<file path="src/rtl/cache_mem_bridge_pkg.sv">
// Shared definitions for the cache/memory bridge: FSM encodings, the timeout fill
// word and the watchdog width helper (used only when CACHE_MEM_TIMEOUT_EN is defined).
package cache_mem_bridge_pkg;

  typedef enum logic [1:0] {
    MB_IDLE = 2'd0,
    MB_REQ  = 2'd1,
    MB_DONE = 2'd2
  } mb_state_e;

  localparam logic [31:0] MB_TIMEOUT_FILL = 32'hDEADBEEF;
  localparam int          MB_WDOG_MIN_W   = 8;

  // Watchdog is never narrower than 8 bits, wider only if the limit needs it.
  function automatic int wdog_width(input int limit);
    int w;
    w = $clog2(limit + 1);
    return (w < MB_WDOG_MIN_W) ? MB_WDOG_MIN_W : w;
  endfunction

endpackage

</file>
<file path="src/rtl/cache_mem_bridge_if.sv">
// Word-wide main-memory port (req/ack). mem_err exists only when
// CACHE_MEM_TIMEOUT_EN is defined.
interface cache_mem_bridge_if #(
  parameter int ADDR_WIDTH = 30,
  parameter int DATA_WIDTH = 32
);
  logic                  mem_req;
  logic                  mem_we;
  logic [ADDR_WIDTH-1:0] mem_addr;
  logic [DATA_WIDTH-1:0] mem_wdata;
  logic [DATA_WIDTH-1:0] mem_rdata;
  logic                  mem_ack;
`ifdef CACHE_MEM_TIMEOUT_EN
  logic                  mem_err;
`endif

  modport master (
    output mem_req, mem_we, mem_addr, mem_wdata,
`ifdef CACHE_MEM_TIMEOUT_EN
    output mem_err,
`endif
    input  mem_rdata, mem_ack
  );

  modport slave (
    input  mem_req, mem_we, mem_addr, mem_wdata,
`ifdef CACHE_MEM_TIMEOUT_EN
    input  mem_err,
`endif
    output mem_rdata, mem_ack
  );
endinterface

</file>
<file path="src/rtl/cache_mem_bridge_block_assembler.sv">
// Block register with word-indexed write for fills, plus the word-select mux
// that picks the outgoing word from the dirty write-back block.
module cache_mem_bridge_block_assembler #(
  parameter int OFFSET_WIDTH = 3,
  parameter int DATA_WIDTH   = 32,
  parameter int BLOCK_WIDTH  = DATA_WIDTH << OFFSET_WIDTH
) (
  input  logic                    clk,
  input  logic                    rst,
  input  logic                    wr_en,
  input  logic [OFFSET_WIDTH-1:0] wr_off,
  input  logic [DATA_WIDTH-1:0]   wr_data,
  input  logic [BLOCK_WIDTH-1:0]  rd_block,
  input  logic [OFFSET_WIDTH-1:0] rd_off,
  output logic [DATA_WIDTH-1:0]   rd_word,
  output logic [BLOCK_WIDTH-1:0]  block
);
  localparam int WORDS = 1 << OFFSET_WIDTH;

  logic [DATA_WIDTH-1:0] rd_words [WORDS];

  for (genvar gi = 0; gi < WORDS; gi++) begin : g_word
    logic [DATA_WIDTH-1:0] word_q;
    logic [DATA_WIDTH-1:0] word_d;

    // Only the addressed word changes; the rest hold until reset.
    always_comb begin
      word_d = word_q;
      if (wr_en && (wr_off == OFFSET_WIDTH'(gi))) begin
        word_d = wr_data;
      end
    end

    always_ff @(posedge clk) begin
      if (rst) begin
        word_q <= '0;
      end else begin
        word_q <= word_d;
      end
    end

    assign block[gi*DATA_WIDTH +: DATA_WIDTH] = word_q;
    assign rd_words[gi] = rd_block[gi*DATA_WIDTH +: DATA_WIDTH];
  end

  assign rd_word = rd_words[rd_off];

endmodule

</file>
<file path="src/rtl/cache_mem_bridge.sv">
// Per-word bridge between cache manager and main memory: IDLE -> REQ -> DONE.
// Define CACHE_MEM_TIMEOUT_EN to add the REQ watchdog and the sticky mem_err flag.
module cache_mem_bridge
  import cache_mem_bridge_pkg::*;
#(
  parameter int OFFSET_WIDTH   = 3,
  parameter int ADDR_WIDTH     = 30,
  parameter int DATA_WIDTH     = 32,
  parameter int BLOCK_WIDTH    = DATA_WIDTH << OFFSET_WIDTH,
  parameter int TIMEOUT_CYCLES = 255
) (
  input  logic                   clk,
  input  logic                   rst,
  input  logic                   ram_en,
  input  logic                   ram_write,
  input  logic [ADDR_WIDTH-1:0]  ram_addr,
  input  logic [BLOCK_WIDTH-1:0] wb_block,
  output logic                   ram_ready,
  output logic [BLOCK_WIDTH-1:0] block_out,
  cache_mem_bridge_if.master     mem
);

  mb_state_e             state_q, state_d;
  logic [ADDR_WIDTH-1:0] addr_q, addr_d;
  logic                  write_q, write_d;
  logic [DATA_WIDTH-1:0] wdata_q, wdata_d;

  logic                  asm_wr_en;
  logic [DATA_WIDTH-1:0] asm_wr_data;
  logic [DATA_WIDTH-1:0] wb_word;

`ifdef CACHE_MEM_TIMEOUT_EN
  localparam int WDOG_W = wdog_width(TIMEOUT_CYCLES);

  logic [WDOG_W-1:0] wdog_q, wdog_d;
  logic              err_q, err_d;
  logic              wdog_expired;

  assign wdog_expired = (wdog_q == WDOG_W'(TIMEOUT_CYCLES - 1));
  assign mem.mem_err  = err_q;
`else
  logic unused_timeout_cfg;
  assign unused_timeout_cfg = ^TIMEOUT_CYCLES;
`endif

  cache_mem_bridge_block_assembler #(
    .OFFSET_WIDTH(OFFSET_WIDTH),
    .DATA_WIDTH  (DATA_WIDTH),
    .BLOCK_WIDTH (BLOCK_WIDTH)
  ) u_block_assembler (
    .clk     (clk),
    .rst     (rst),
    .wr_en   (asm_wr_en),
    .wr_off  (addr_q[OFFSET_WIDTH-1:0]),
    .wr_data (asm_wr_data),
    .rd_block(wb_block),
    .rd_off  (ram_addr[OFFSET_WIDTH-1:0]),
    .rd_word (wb_word),
    .block   (block_out)
  );

  always_comb begin
    state_d     = state_q;
    addr_d      = addr_q;
    write_d     = write_q;
    wdata_d     = wdata_q;
    asm_wr_en   = 1'b0;
    asm_wr_data = mem.mem_rdata;
`ifdef CACHE_MEM_TIMEOUT_EN
    wdog_d      = wdog_q;
    err_d       = err_q;
`endif

    unique case (state_q)
      MB_IDLE: begin
        if (ram_en) begin
          addr_d  = ram_addr;
          write_d = ram_write;
          if (ram_write) begin
            wdata_d = wb_word;
          end
`ifdef CACHE_MEM_TIMEOUT_EN
          wdog_d  = '0;
`endif
          state_d = MB_REQ;
        end
      end
      MB_REQ: begin
        // A request is never retracted; a dropped ram_en only suppresses DONE.
        if (mem.mem_ack) begin
          asm_wr_en = !write_q;
          state_d   = ram_en ? MB_DONE : MB_IDLE;
        end
`ifdef CACHE_MEM_TIMEOUT_EN
        else if (wdog_expired) begin
          err_d       = 1'b1;
          asm_wr_en   = !write_q;
          asm_wr_data = DATA_WIDTH'(MB_TIMEOUT_FILL);
          state_d     = MB_DONE;
        end else begin
          wdog_d = wdog_q + 1'b1;
        end
`endif
      end
      MB_DONE: begin
        state_d = MB_IDLE;
      end
      default: begin
        state_d = MB_IDLE;
      end
    endcase
  end

  always_ff @(posedge clk) begin
    if (rst) begin
      state_q <= MB_IDLE;
      addr_q  <= '0;
      write_q <= 1'b0;
      wdata_q <= '0;
`ifdef CACHE_MEM_TIMEOUT_EN
      wdog_q  <= '0;
      err_q   <= 1'b0;
`endif
    end else begin
      state_q <= state_d;
      addr_q  <= addr_d;
      write_q <= write_d;
      wdata_q <= wdata_d;
`ifdef CACHE_MEM_TIMEOUT_EN
      wdog_q  <= wdog_d;
      err_q   <= err_d;
`endif
    end
  end

  assign mem.mem_req   = (state_q == MB_REQ);
  assign mem.mem_we    = (state_q == MB_REQ) && write_q;
  assign mem.mem_addr  = addr_q;
  assign mem.mem_wdata = wdata_q;
  assign ram_ready     = (state_q == MB_DONE);

endmodule

</file>
<file path="src/flat_wrapper.sv">
// flat-port wrapper written by rule: the top's interface ports become plain ports
module cache_mem_bridge_flat import cache_mem_bridge_pkg::*;
#(
  parameter int OFFSET_WIDTH   = 3,
  parameter int ADDR_WIDTH     = 30,
  parameter int DATA_WIDTH     = 32,
  parameter int BLOCK_WIDTH    = DATA_WIDTH << OFFSET_WIDTH,
  parameter int TIMEOUT_CYCLES = 255
)
  (clk, rst, ram_en, ram_write, ram_addr, wb_block, ram_ready, block_out, mem_mem_req, mem_mem_we, mem_mem_addr, mem_mem_wdata, mem_mem_rdata, mem_mem_ack);
  cache_mem_bridge_if #(.ADDR_WIDTH(ADDR_WIDTH), .DATA_WIDTH(DATA_WIDTH)) mem_i ();
  input  logic clk;
  input  logic rst;
  input  logic ram_en;
  input  logic ram_write;
  input  logic [ADDR_WIDTH-1:0] ram_addr;
  input  logic [BLOCK_WIDTH-1:0] wb_block;
  output logic ram_ready;
  output logic [BLOCK_WIDTH-1:0] block_out;
  output wire logic [$bits(mem_i.mem_req)-1:0] mem_mem_req;
  output wire logic [$bits(mem_i.mem_we)-1:0] mem_mem_we;
  output wire logic [$bits(mem_i.mem_addr)-1:0] mem_mem_addr;
  output wire logic [$bits(mem_i.mem_wdata)-1:0] mem_mem_wdata;
  input wire logic [$bits(mem_i.mem_rdata)-1:0] mem_mem_rdata;
  input wire logic [$bits(mem_i.mem_ack)-1:0] mem_mem_ack;
  assign mem_mem_req = mem_i.mem_req;
  assign mem_mem_we = mem_i.mem_we;
  assign mem_mem_addr = mem_i.mem_addr;
  assign mem_mem_wdata = mem_i.mem_wdata;
  assign mem_i.mem_rdata = mem_mem_rdata;
  assign mem_i.mem_ack = mem_mem_ack;
  cache_mem_bridge #(.OFFSET_WIDTH(OFFSET_WIDTH), .ADDR_WIDTH(ADDR_WIDTH), .DATA_WIDTH(DATA_WIDTH), .BLOCK_WIDTH(BLOCK_WIDTH), .TIMEOUT_CYCLES(TIMEOUT_CYCLES)) u_core (.clk(clk), .rst(rst), .ram_en(ram_en), .ram_write(ram_write), .ram_addr(ram_addr), .wb_block(wb_block), .ram_ready(ram_ready), .block_out(block_out), .mem(mem_i));
endmodule
</file>
<file path="config.mk">
export PLATFORM = sky130hd
export DESIGN_NAME = cache_mem_bridge_flat
export DESIGN_NICKNAME = d
export VERILOG_FILES = /design/src/rtl/cache_mem_bridge_pkg.sv /design/src/rtl/cache_mem_bridge_if.sv /design/src/rtl/cache_mem_bridge_block_assembler.sv /design/src/rtl/cache_mem_bridge.sv /design/src/flat_wrapper.sv
export SDC_FILE = /design/constraint.sdc
export NUM_CORES = 1
export LEC_CHECK = 0
export CAP_MARGIN = 20
export CORE_AREA = 8 8 243 245
export CTS_CLUSTER_DIAMETER = 30
export DETAILED_ROUTE_END_ITERATION = 8
export DIE_AREA = 0 0 251 253
export SLEW_MARGIN = 20
export SYNTH_ARGS = -nofsm -noshare
export SYNTH_HDL_FRONTEND = slang
export SYNTH_SLANG_ARGS = --single-unit
</file>
<file path="constraint.sdc">
create_clock -name clk -period 1.45 [get_ports clk]
set_input_delay 0.145 -clock clk [delete_from_list [all_inputs] [get_ports clk]]
set_output_delay 0.145 -clock clk [all_outputs]
set_load 0.05 [all_outputs]
</file>
==> results of run 1 <==
## power by group
part | internal [mW] | switching (mW)
Clock | 12.8 | 5.68
Sequential | 9.03 | 0.133
Combinational | 1.86 | 2.06
Total | 23.6 | 7.87
## cell usage after synthesis, drive strengths merged
cell     count  area [um^2]
nand2b       3         18.8
buf         89          527
clkbuf      80          300
nand4bb      1         11.3
or3          6         37.5
nor2b        4         25.0
and2         3         18.8
dfxtp      321         6430
inv          1         3.75
mux2i      128         1280
a22oi       64          480
a21oi      320         1600
and3         2         12.5
nor3b        1         7.51
and4b        1         10.0
nand3        2         10.0
nor3        38          220
nand2      575         2160
and4bb       1         12.5
nor2        36          135
## stage by stage
stage | hold slack [ps] | cell area [um^2] | power (mW) | utilization
floorplan | 271 | 13500 | 10.9 | -
global placement | 438 | 21000 | 12.9 | 0.377
detailed placement | 446 | 21000 | 12.9 | 0.377
CTS | 55.0 | 24600 | 31.6 | 0.443
global route | 68.7 | 25200 | 32.5 | 0.454
finish | 95.3 | 25200 | 31.5 | 0.454
## critical path, cell delays in order, from the launching register on
cell     delay [ps]
dfxtp_4         360
buf_6           100
nor2b_4         160
and2_4          170
buf_12          130
## registers in the layout, indices dropped and copies added, names as in the netlist
name / cells
u_core.u_block_assembler.g_word.word_q: 256
u_core.mem.mem_wdata: 32
u_core.mem.mem_addr: 30
u_core.state_q: 2
u_core.write_q: 1
## cell families after synthesis
family / Yosys count / synth area share
mux: 128 / 0.0963
flops: 321 / 0.483
buf+inv: 170 / 0.0625
compound gates: 384 / 0.157
simple gates: 673 / 0.201
## path summary, 6_finish.rpt
check,end,slack (ps)
worst max-delay path,mem_mem_we,-220
worst min-delay path,u_core.mem.mem_addr[13]$_SDFFE_PP0P_,100
worst max register to register,u_core.mem.mem_wdata[7]$_SDFFE_PP0P_,-200
worst min register to register,u_core.u_block_assembler.g_word[3].word_q[26]$_SDFFE_PP0P_,450
## placed cells by master (no fill, tap or decap), drive strengths merged, types with 2 or more instances in the layout
master and n:
nand2 575, buf 505, dfxtp 321, clkdlybuf4s50 320
a21oi 320, mux2i 128, clkbuf 110, a22oi 64
nor3 38, nor2 36, clkinv 16, bufinv 10
clkinvlp 9, or3 6, nor2b 4, inv 4
and2 3, nand2b 3, diode 2, and3 2
nand3 2
## area by class of cell
| type | count | area [um^2] | area share |
|---|---|---|---|
| Timing Repair Buffer | 828 | 8280 | 0.329 |
| Antenna cell | 2 | 5.00 | 0.000198 |
| Multi-Input combinational cell | 1185 | 6750 | 0.268 |
| Inverter | 1 | 8.76 | 0.000347 |
| Clock inverter | 38 | 562 | 0.0223 |
| Clock buffer | 108 | 2270 | 0.0900 |
| Tap cell | 712 | 891 | 0.0353 |
| Sequential cell | 321 | 6440 | 0.256 |
## what timing repair did
action                                 CTS  global route
setup buffers                           12            13
resized for setup                       92           127
endpoints found under the hold margin   17             0
pin swaps                               65            23
setup endpoints to repair              295           310
hold buffers                             1             0
gates cloned                            14             2
## metal layers
metal | track usage | vias up | share of wire
met5 | 0 | - | 0.00076
li1 | - | 7099 | -
met3 | 0.0715 | 116 | 0.081
met2 | 0.375 | 644 | 0.50
met1 | 0.235 | 7201 | 0.39
met4 | 0.0722 | 8 | 0.030
==> flow_summary.yaml, run 1 <==
outcome:
  status: "finished with violations"
  violations: "setup timing"
timing:
  slew_headroom: 0.636
  clock_skew_ps: 36.4
  slew_viol_final: 0
  worst_pin_slew_ps: 546
  fmax_mhz: 600
  setup_tns_ps: -24570
  layout_min_cycle_time_ps: 1670
  setup_ws_ps: -216
  setup_violations: 291
  finalCritPeriodShare: 1.15
  hold_violations: 0
  rsz0062_at_grt: "yes"
cts:
  cts_buffers: 80
  cts_tree: "done"
  clkSinkCount: 321
  cts_buffer_depth: 3
  cts_root_buf: "clkbuf_16"
  path_clk_slew_ps: 50
  cts_max_level: 3
  clock_latency_ps: 600
global_routing:
  grt_max_degree: 49
  grt_pass1_vias: 15600
  overflow: 0
  antenna_found_initial: 7
  grt_usage: 0.211
  grt_pass1_wl_mm: 101
placed_design:
  globalplace.congestion: 0.847
  portBuffers: 643
  dp.cells: 3007
  dp.final_hpwl_mm: 52.2
  pre_cts_slack_ps: -581
route:
  vias: 15100
  routedWlPerCell_um: 22.5
  routed_wl_mm: 71.9
  ant_nets: 0
  via_per_inst: 4.72
  drt_pass1_iterations: 7
  drcViolationCount: 0
  drtIter0Drc: 807
worst_setup_path:
  r2r_start: "u_core.state_q[0]$_SDFFE_PP0P_"
  startpoint: "u_core.state_q[0]$_SDFFE_PP0P_"
  crit_arrival_ps: 1520
  rr_worst_depth: 9
  crit_fanout: 4
  worst_ep_required_time_ps: 1310
  crit_path_start_kind: "register"
  crit_type: "reg2out"
  end_kind: "output pin"
worst_hold_path:
  hold_start: "ram_addr[13]"
  holdPathStages: 3
  hold_path.class: "in2reg"
synthesis:
  synth-seq-cells: 321
  synthCells: 1676
  syn_area_per_cell_um2: 7.93
  syn_area_um2: 13300
  yosysUniqueCellTypes: 23
  ys_seq_area_frac: 0.483
  synth_nets: 1999
  yosys_warnings: 0
die:
  coreArea_um2: 55500
  rows: 87
  initial_utilization: 0.240
  dieHeight_um: 253
  ios: 644
  die_x_um: 251
  dieArea_um2: 63500
power:
  peakVddDrop_mv: 0.947
  power.static_leakage_nw: 10.1
  pwr_density_cell_nw_per_um2: 1250
layout:
  drive_gt1_frac: 0.327
  fill_cells: 5255
  final_nets: 2740
  syn_to_final_growth_pct: 89.6
  final_cell_count_no_fill: 3195
run:
  cap_violations: 0
Power figures use the tool's default switching activity.
==> run 2, diff against run 1 <==
--- a/config.mk
+++ b/config.mk
@@ -6,10 +6,11 @@
 export NUM_CORES = 1
 export LEC_CHECK = 0
 export CAP_MARGIN = 20
-export CORE_AREA = 8 8 243 245
+export CORE_AREA = 2 2 251 253
 export CTS_CLUSTER_DIAMETER = 30
 export DETAILED_ROUTE_END_ITERATION = 8
-export DIE_AREA = 0 0 251 253
+export DIE_AREA = 0 0 253 255
+export MAX_ROUTING_LAYER = met4
 export SLEW_MARGIN = 20
 export SYNTH_ARGS = -nofsm -noshare
 export SYNTH_HDL_FRONTEND = slang
==> run 2 against run 1 <==
Effect of this change:
- combinational power up 3%
- first-iteration DRC count increased by 16%
- highest routed layer is now met4
- total power down 1.9%
- worst setup slack got worse by 54 ps
- the flow still finishes with violations (setup timing)
- critical path type is now reg2reg
==> flow_summary.yaml, run 2 (synthesis results as in run 1) <==
cts:
  cts_buffers: 79
  cts_buffer_depth: 3
  clkSinkCount: 321
  cts_tree: "done"
  cts_root_buf: "clkbuf_16"
  cts_max_level: 3
  clock_latency_ps: 600
  path_clk_slew_ps: 40
timing:
  setup_violations: 293
  finalCritPeriodShare: 1.19
  clock_skew_ps: 28.1
  hold_violations: 0
  fmax_mhz: 581
  slew_headroom: 0.496
  slew_viol_final: 0
  setup_tns_ps: -51160
  worst_pin_slew_ps: 753
  rsz0062_at_grt: "yes"
  setup_ws_ps: -270
  layout_min_cycle_time_ps: 1720
route:
  vias: 15400
  routedWlPerCell_um: 22.3
  drtIter0Drc: 933
  drt_pass1_iterations: 5
  via_per_inst: 4.68
  ant_nets: 0
  drcViolationCount: 0
  routed_wl_mm: 73.5
power:
  peakVddDrop_mv: 0.905
  pwr_density_cell_nw_per_um2: 1160
  power.static_leakage_nw: 10.8
global_routing:
  antenna_found_initial: 7
  grt_usage: 0.216
  overflow: 0
  grt_pass1_vias: 15400
  grt_max_degree: 59
  grt_pass1_wl_mm: 99.6
layout:
  final_common_cell: "nand2_1"
  final_nets: 2754
  largest_reg_flops: 256
  seq_area_um2: 6440
  final_cell_mix: "nand2_1 (391), buf_4 (383), clkdlybuf4s50_1 (320)"
  multiInputGateArea_um2: 7780
  fill_cells: 5904
  syn_to_final_growth_pct: 101
  regMostFlops: "u_core.u_block_assembler.g_word.word_q"
  drive_gt1_frac: 0.407
worst_setup_path:
  crit_path_start_kind: "register"
  worst_ep_required_time_ps: 1900
  crit_type: "reg2reg"
  end_kind: "register"
  crit_fanout: 8
  crit_arrival_ps: 2170
die:
  die_x_um: 253
  initial_utilization: 0.214
  coreArea_um2: 62200
  dieHeight_um: 255
  rows: 92
  dieArea_um2: 64500
  ios: 644
outcome:
  status: "finished with violations"
  violations: "setup timing"
worst_hold_path:
  hold_path.class: "in2reg"
placed_design:
  globalplace.congestion: 0.890
  pre_cts_slack_ps: -537
  portBuffers: 643
  dp.final_hpwl_mm: 49.0
run:
  cap_violations: 0
[run 2: worst max-delay path, stage by stage, from the launching register on]
cell       delay (ps)
dfxtp_2           310
nand4bb_1         200
buf_6             170
buf_6             120
or3_4             430
clkbuf_16         220
nand2_1            70
a21oi_1            60
[run 2: cell type report]
cell class | count | area share
multi-input cells | 1185 | 0.291
diodes | 7 | 0.000655
well taps | 799 | 0.0374
clock inverters | 38 | 0.0167
inverters | 1 | 0.000328
flip-flops and latches | 321 | 0.241
repair buffers | 843 | 0.328
clock buffers | 106 | 0.0850
[run 2: routing by layer]
layer	routed length, um	global-route usage
met4	2790	0.0891
met1	29200	0.247
met2	35800	0.362
met5	0	-
met3	5670	0.0553
[run 2: power by group]
group	internal, mW	leakage, nW	total, mW	switching (mW)
logic	1.90	6.88	4.02	2.12
clock network	12.2	1.34	17.7	5.54
registers	9.03	2.60	9.16	0.130
[run 2: what timing repair did]
item | 4_1_cts | 5_1_grt
gates resized for setup | 275 | 274
setup endpoints to repair | 298 | 324
setup buffers | 27 | 9
pin swaps | 125 | 127
cloned | 25 | 9
hold buffers | 2 | 0
endpoints found under the hold margin | 24 | 0
[run 2: through the flow]
stage	power, mW	hold WS [ps]	utilization	instances	cell area, um^2
after floorplan	10.9	271	-	1676	13500
after global placement	12.9	438	0.339	3088	21100
after detailed placement	12.9	444	0.339	3088	21100
after CTS	31.0	51.7	0.412	3285	25600
after global routing	31.8	86.4	0.430	3299	26700
final	30.9	109	0.430	3300	26700
[run 2: worst paths after layout]
path | cells past startpoint | startpoint | end | slack (ps)
hold / removal | 3 | ram_addr[22] | u_core.mem.mem_addr[22]$_SDFFE_PP0P_ | 110
hold reg to reg | 2 | u_core.u_block_assembler.g_word[6].word_q[8]$_SDFFE_PP0P_ | u_core.u_block_assembler.g_word[6].word_q[8]$_SDFFE_PP0P_ | 450
setup reg to reg | 7 | u_core.state_q[1]$_SDFFE_PP0P_ | u_core.u_block_assembler.g_word[5].word_q[15]$_SDFFE_PP0P_ | -270
setup / recovery | 7 | u_core.state_q[1]$_SDFFE_PP0P_ | u_core.u_block_assembler.g_word[5].word_q[15]$_SDFFE_PP0P_ | -270
==> run 3, diff against run 2 <==
--- a/config.mk
+++ b/config.mk
@@ -5,12 +5,14 @@
 export SDC_FILE = /design/constraint.sdc
 export NUM_CORES = 1
 export LEC_CHECK = 0
-export CAP_MARGIN = 20
-export CORE_AREA = 2 2 251 253
+export CAP_MARGIN = 10
+export CORE_AREA = 2 2 248 250
+export CTS_BUF_LIST = sky130_fd_sc_hd__clkbuf_2 sky130_fd_sc_hd__clkbuf_4 sky130_fd_sc_hd__clkbuf_8
 export CTS_CLUSTER_DIAMETER = 30
 export DETAILED_ROUTE_END_ITERATION = 8
-export DIE_AREA = 0 0 253 255
+export DIE_AREA = 0 0 250 252
 export MAX_ROUTING_LAYER = met4
+export PLACE_DENSITY_LB_ADDON = 0.25
 export SLEW_MARGIN = 20
 export SYNTH_ARGS = -nofsm -noshare
 export SYNTH_HDL_FRONTEND = slang
==> run 3 against run 2 <==
Effect of this change:
- the flow still finishes with violations (setup timing)
- final cell count about the same
- routed wire length up 1.5%
- combinational power is 2% lower
- critical path type unchanged
==> flow_summary.yaml, run 3 (synthesis results as in run 1) <==
die:
  rows: 90
  coreArea_um2: 60100
  dieArea_um2: 63000
  ios: 644
  die_x_um: 250
  dieHeight_um: 252
  initial_utilization: 0.221
worst_hold_path:
  hold_path.class: "in2reg"
  hold_start: "ram_addr[16]"
layout:
  syn_to_final_growth_pct: 94.8
  regMostFlops: "u_core.u_block_assembler.g_word.word_q"
  final_cell_mix: "nand2_1 (406), buf_4 (389), clkdlybuf4s50_1 (320)"
  final_nets: 2766
  drive_gt1_frac: 0.402
  fill_cells: 5888
  final_common_cell: "nand2_1"
  final_cell_count_no_fill: 3301
  final_util: 0.431
  largest_reg_flops: 256
power:
  p_int_mw: 19.8
  power.static_leakage_nw: 10.7
  pwr_density_cell_nw_per_um2: 1040
  peakVddDrop_mv: 0.799
  total_power_mw: 26.9
  comb_power_share: 0.146
  clock_power_share: 0.514
  swShare: 0.264
  seq_power_share: 0.339
  p_sw_mw: 7.10
placed_design:
  globalplace.congestion: 0.866
  dp.cells: 3071
  portBuffers: 643
  dp.final_hpwl_mm: 49.4
  pre_cts_slack_ps: -523
cts:
  path_clk_slew_ps: 60
  clock_latency_ps: 660
  clkSinkCount: 321
  cts_root_buf: "clkbuf_8"
  cts_buffers: 85
  cts_tree: "done"
  cts_max_level: 3
  cts_buffer_depth: 3
route:
  routed_wl_mm: 74.6
  drt_pass1_iterations: 5
  vias: 15400
  via_per_inst: 4.65
  routedWlPerCell_um: 22.6
  drtIter0Drc: 783
  ant_nets: 0
  drcViolationCount: 0
global_routing:
  grt_max_degree: 54
  grt_usage: 0.218
  grt_pass1_vias: 15100
  grt_pass1_wl_mm: 98.9
  overflow: 0
  antenna_found_initial: 12
timing:
  hold_violations: 0
  slew_viol_final: 0
  worst_pin_slew_ps: 573
  layout_min_cycle_time_ps: 1690
  whs_ps: 71.8
  slew_headroom: 0.617
  setup_ws_ps: -236
  finalCritPeriodShare: 1.16
  rsz0062_at_grt: "yes"
  fmax_mhz: 593
  setup_violations: 287
  clock_skew_ps: 32.9
worst_setup_path:
  crit_arrival_ps: 2270
  worst_ep_required_time_ps: 2030
  end_kind: "register"
  crit_path_start_kind: "register"
  r2r_start: "u_core.write_q$_SDFFE_PP0P_"
  startpoint: "u_core.write_q$_SDFFE_PP0P_"
  crit_type: "reg2reg"
  crit_fanout: 8
outcome:
  status: "finished with violations"
  violations: "setup timing"
run:
  cap_violations: 0
-- run 3: area by class of cell --
class,count,area [um^2],share of cell area
clock buffer,115,1500,0.0580
antenna,8,20.0,0.000773
inverter,1,8.76,0.000338
timing repair buffer,849,8710,0.336
sequential,321,6440,0.249
multi-input combinational,1185,7680,0.296
tap,782,978,0.0378
clock inverter,40,561,0.0216
-- run 3: final timing paths --
check | slack (ps) | endpoint | cells past startpoint
max | -240 | u_core.u_block_assembler.g_word[5].word_q[2]$_SDFFE_PP0P_ | 9
min | 70 | u_core.mem.mem_addr[16]$_SDFFE_PP0P_ | 3
max reg2reg | -240 | u_core.u_block_assembler.g_word[5].word_q[2]$_SDFFE_PP0P_ | 9
min reg2reg | 450 | u_core.u_block_assembler.g_word[2].word_q[7]$_SDFFE_PP0P_ | 2
-- run 3: layer usage --
| layer | GRT usage | up-vias | wire length [um] |
|---|---|---|---|
| li1 | - | 7157 | - |
| met1 | 0.240 | 7408 | 28400 |
| met2 | 0.373 | 654 | 37900 |
| met3 | 0.0628 | 133 | 5910 |
| met4 | 0.0826 | 0 | 2290 |
| met5 | - | - | 0 |
-- run 3: power groups by stage --
stage	clock network [mW]	registers [mW]	logic [mW]
after floorplan	0	9.85	1.07
after global placement	0	9.29	3.60
after detailed placement	0	9.29	3.61
after CTS	14.1	9.11	3.76
after global routing	14.6	9.13	4.15
final	13.8	9.12	3.94
-- run 3: worst max-delay path: stages, from the launching register on --
cell and delay, ps:
dfxtp_2 310, nand4bb_1 190, buf_6 160, buf_6 130, buf_4 130, nor3_4 130
buf_6 160, clkbuf_16 200, nand2_2 70, a21oi_2 130
-- run 3: what timing repair did --
item / in CTS / in global routing
pin swaps: 58 / 171
endpoints found under the setup margin: 273 / 344
endpoints found under the hold margin: 58 / 0
setup buffers: 18 / 5
hold buffers: 17 / 0
gates resized for setup: 142 / 345
cloned: 15 / 14
-- run 3: metrics by stage --
step / cell area [um^2] / setup TNS, ps
global placement: 21000 / -108140
CTS: 24300 / -32610
detailed placement: 21000 / -115170
global route: 25900 / -63220
finish: 25900 / -37600
floorplan: 13500 / -14040
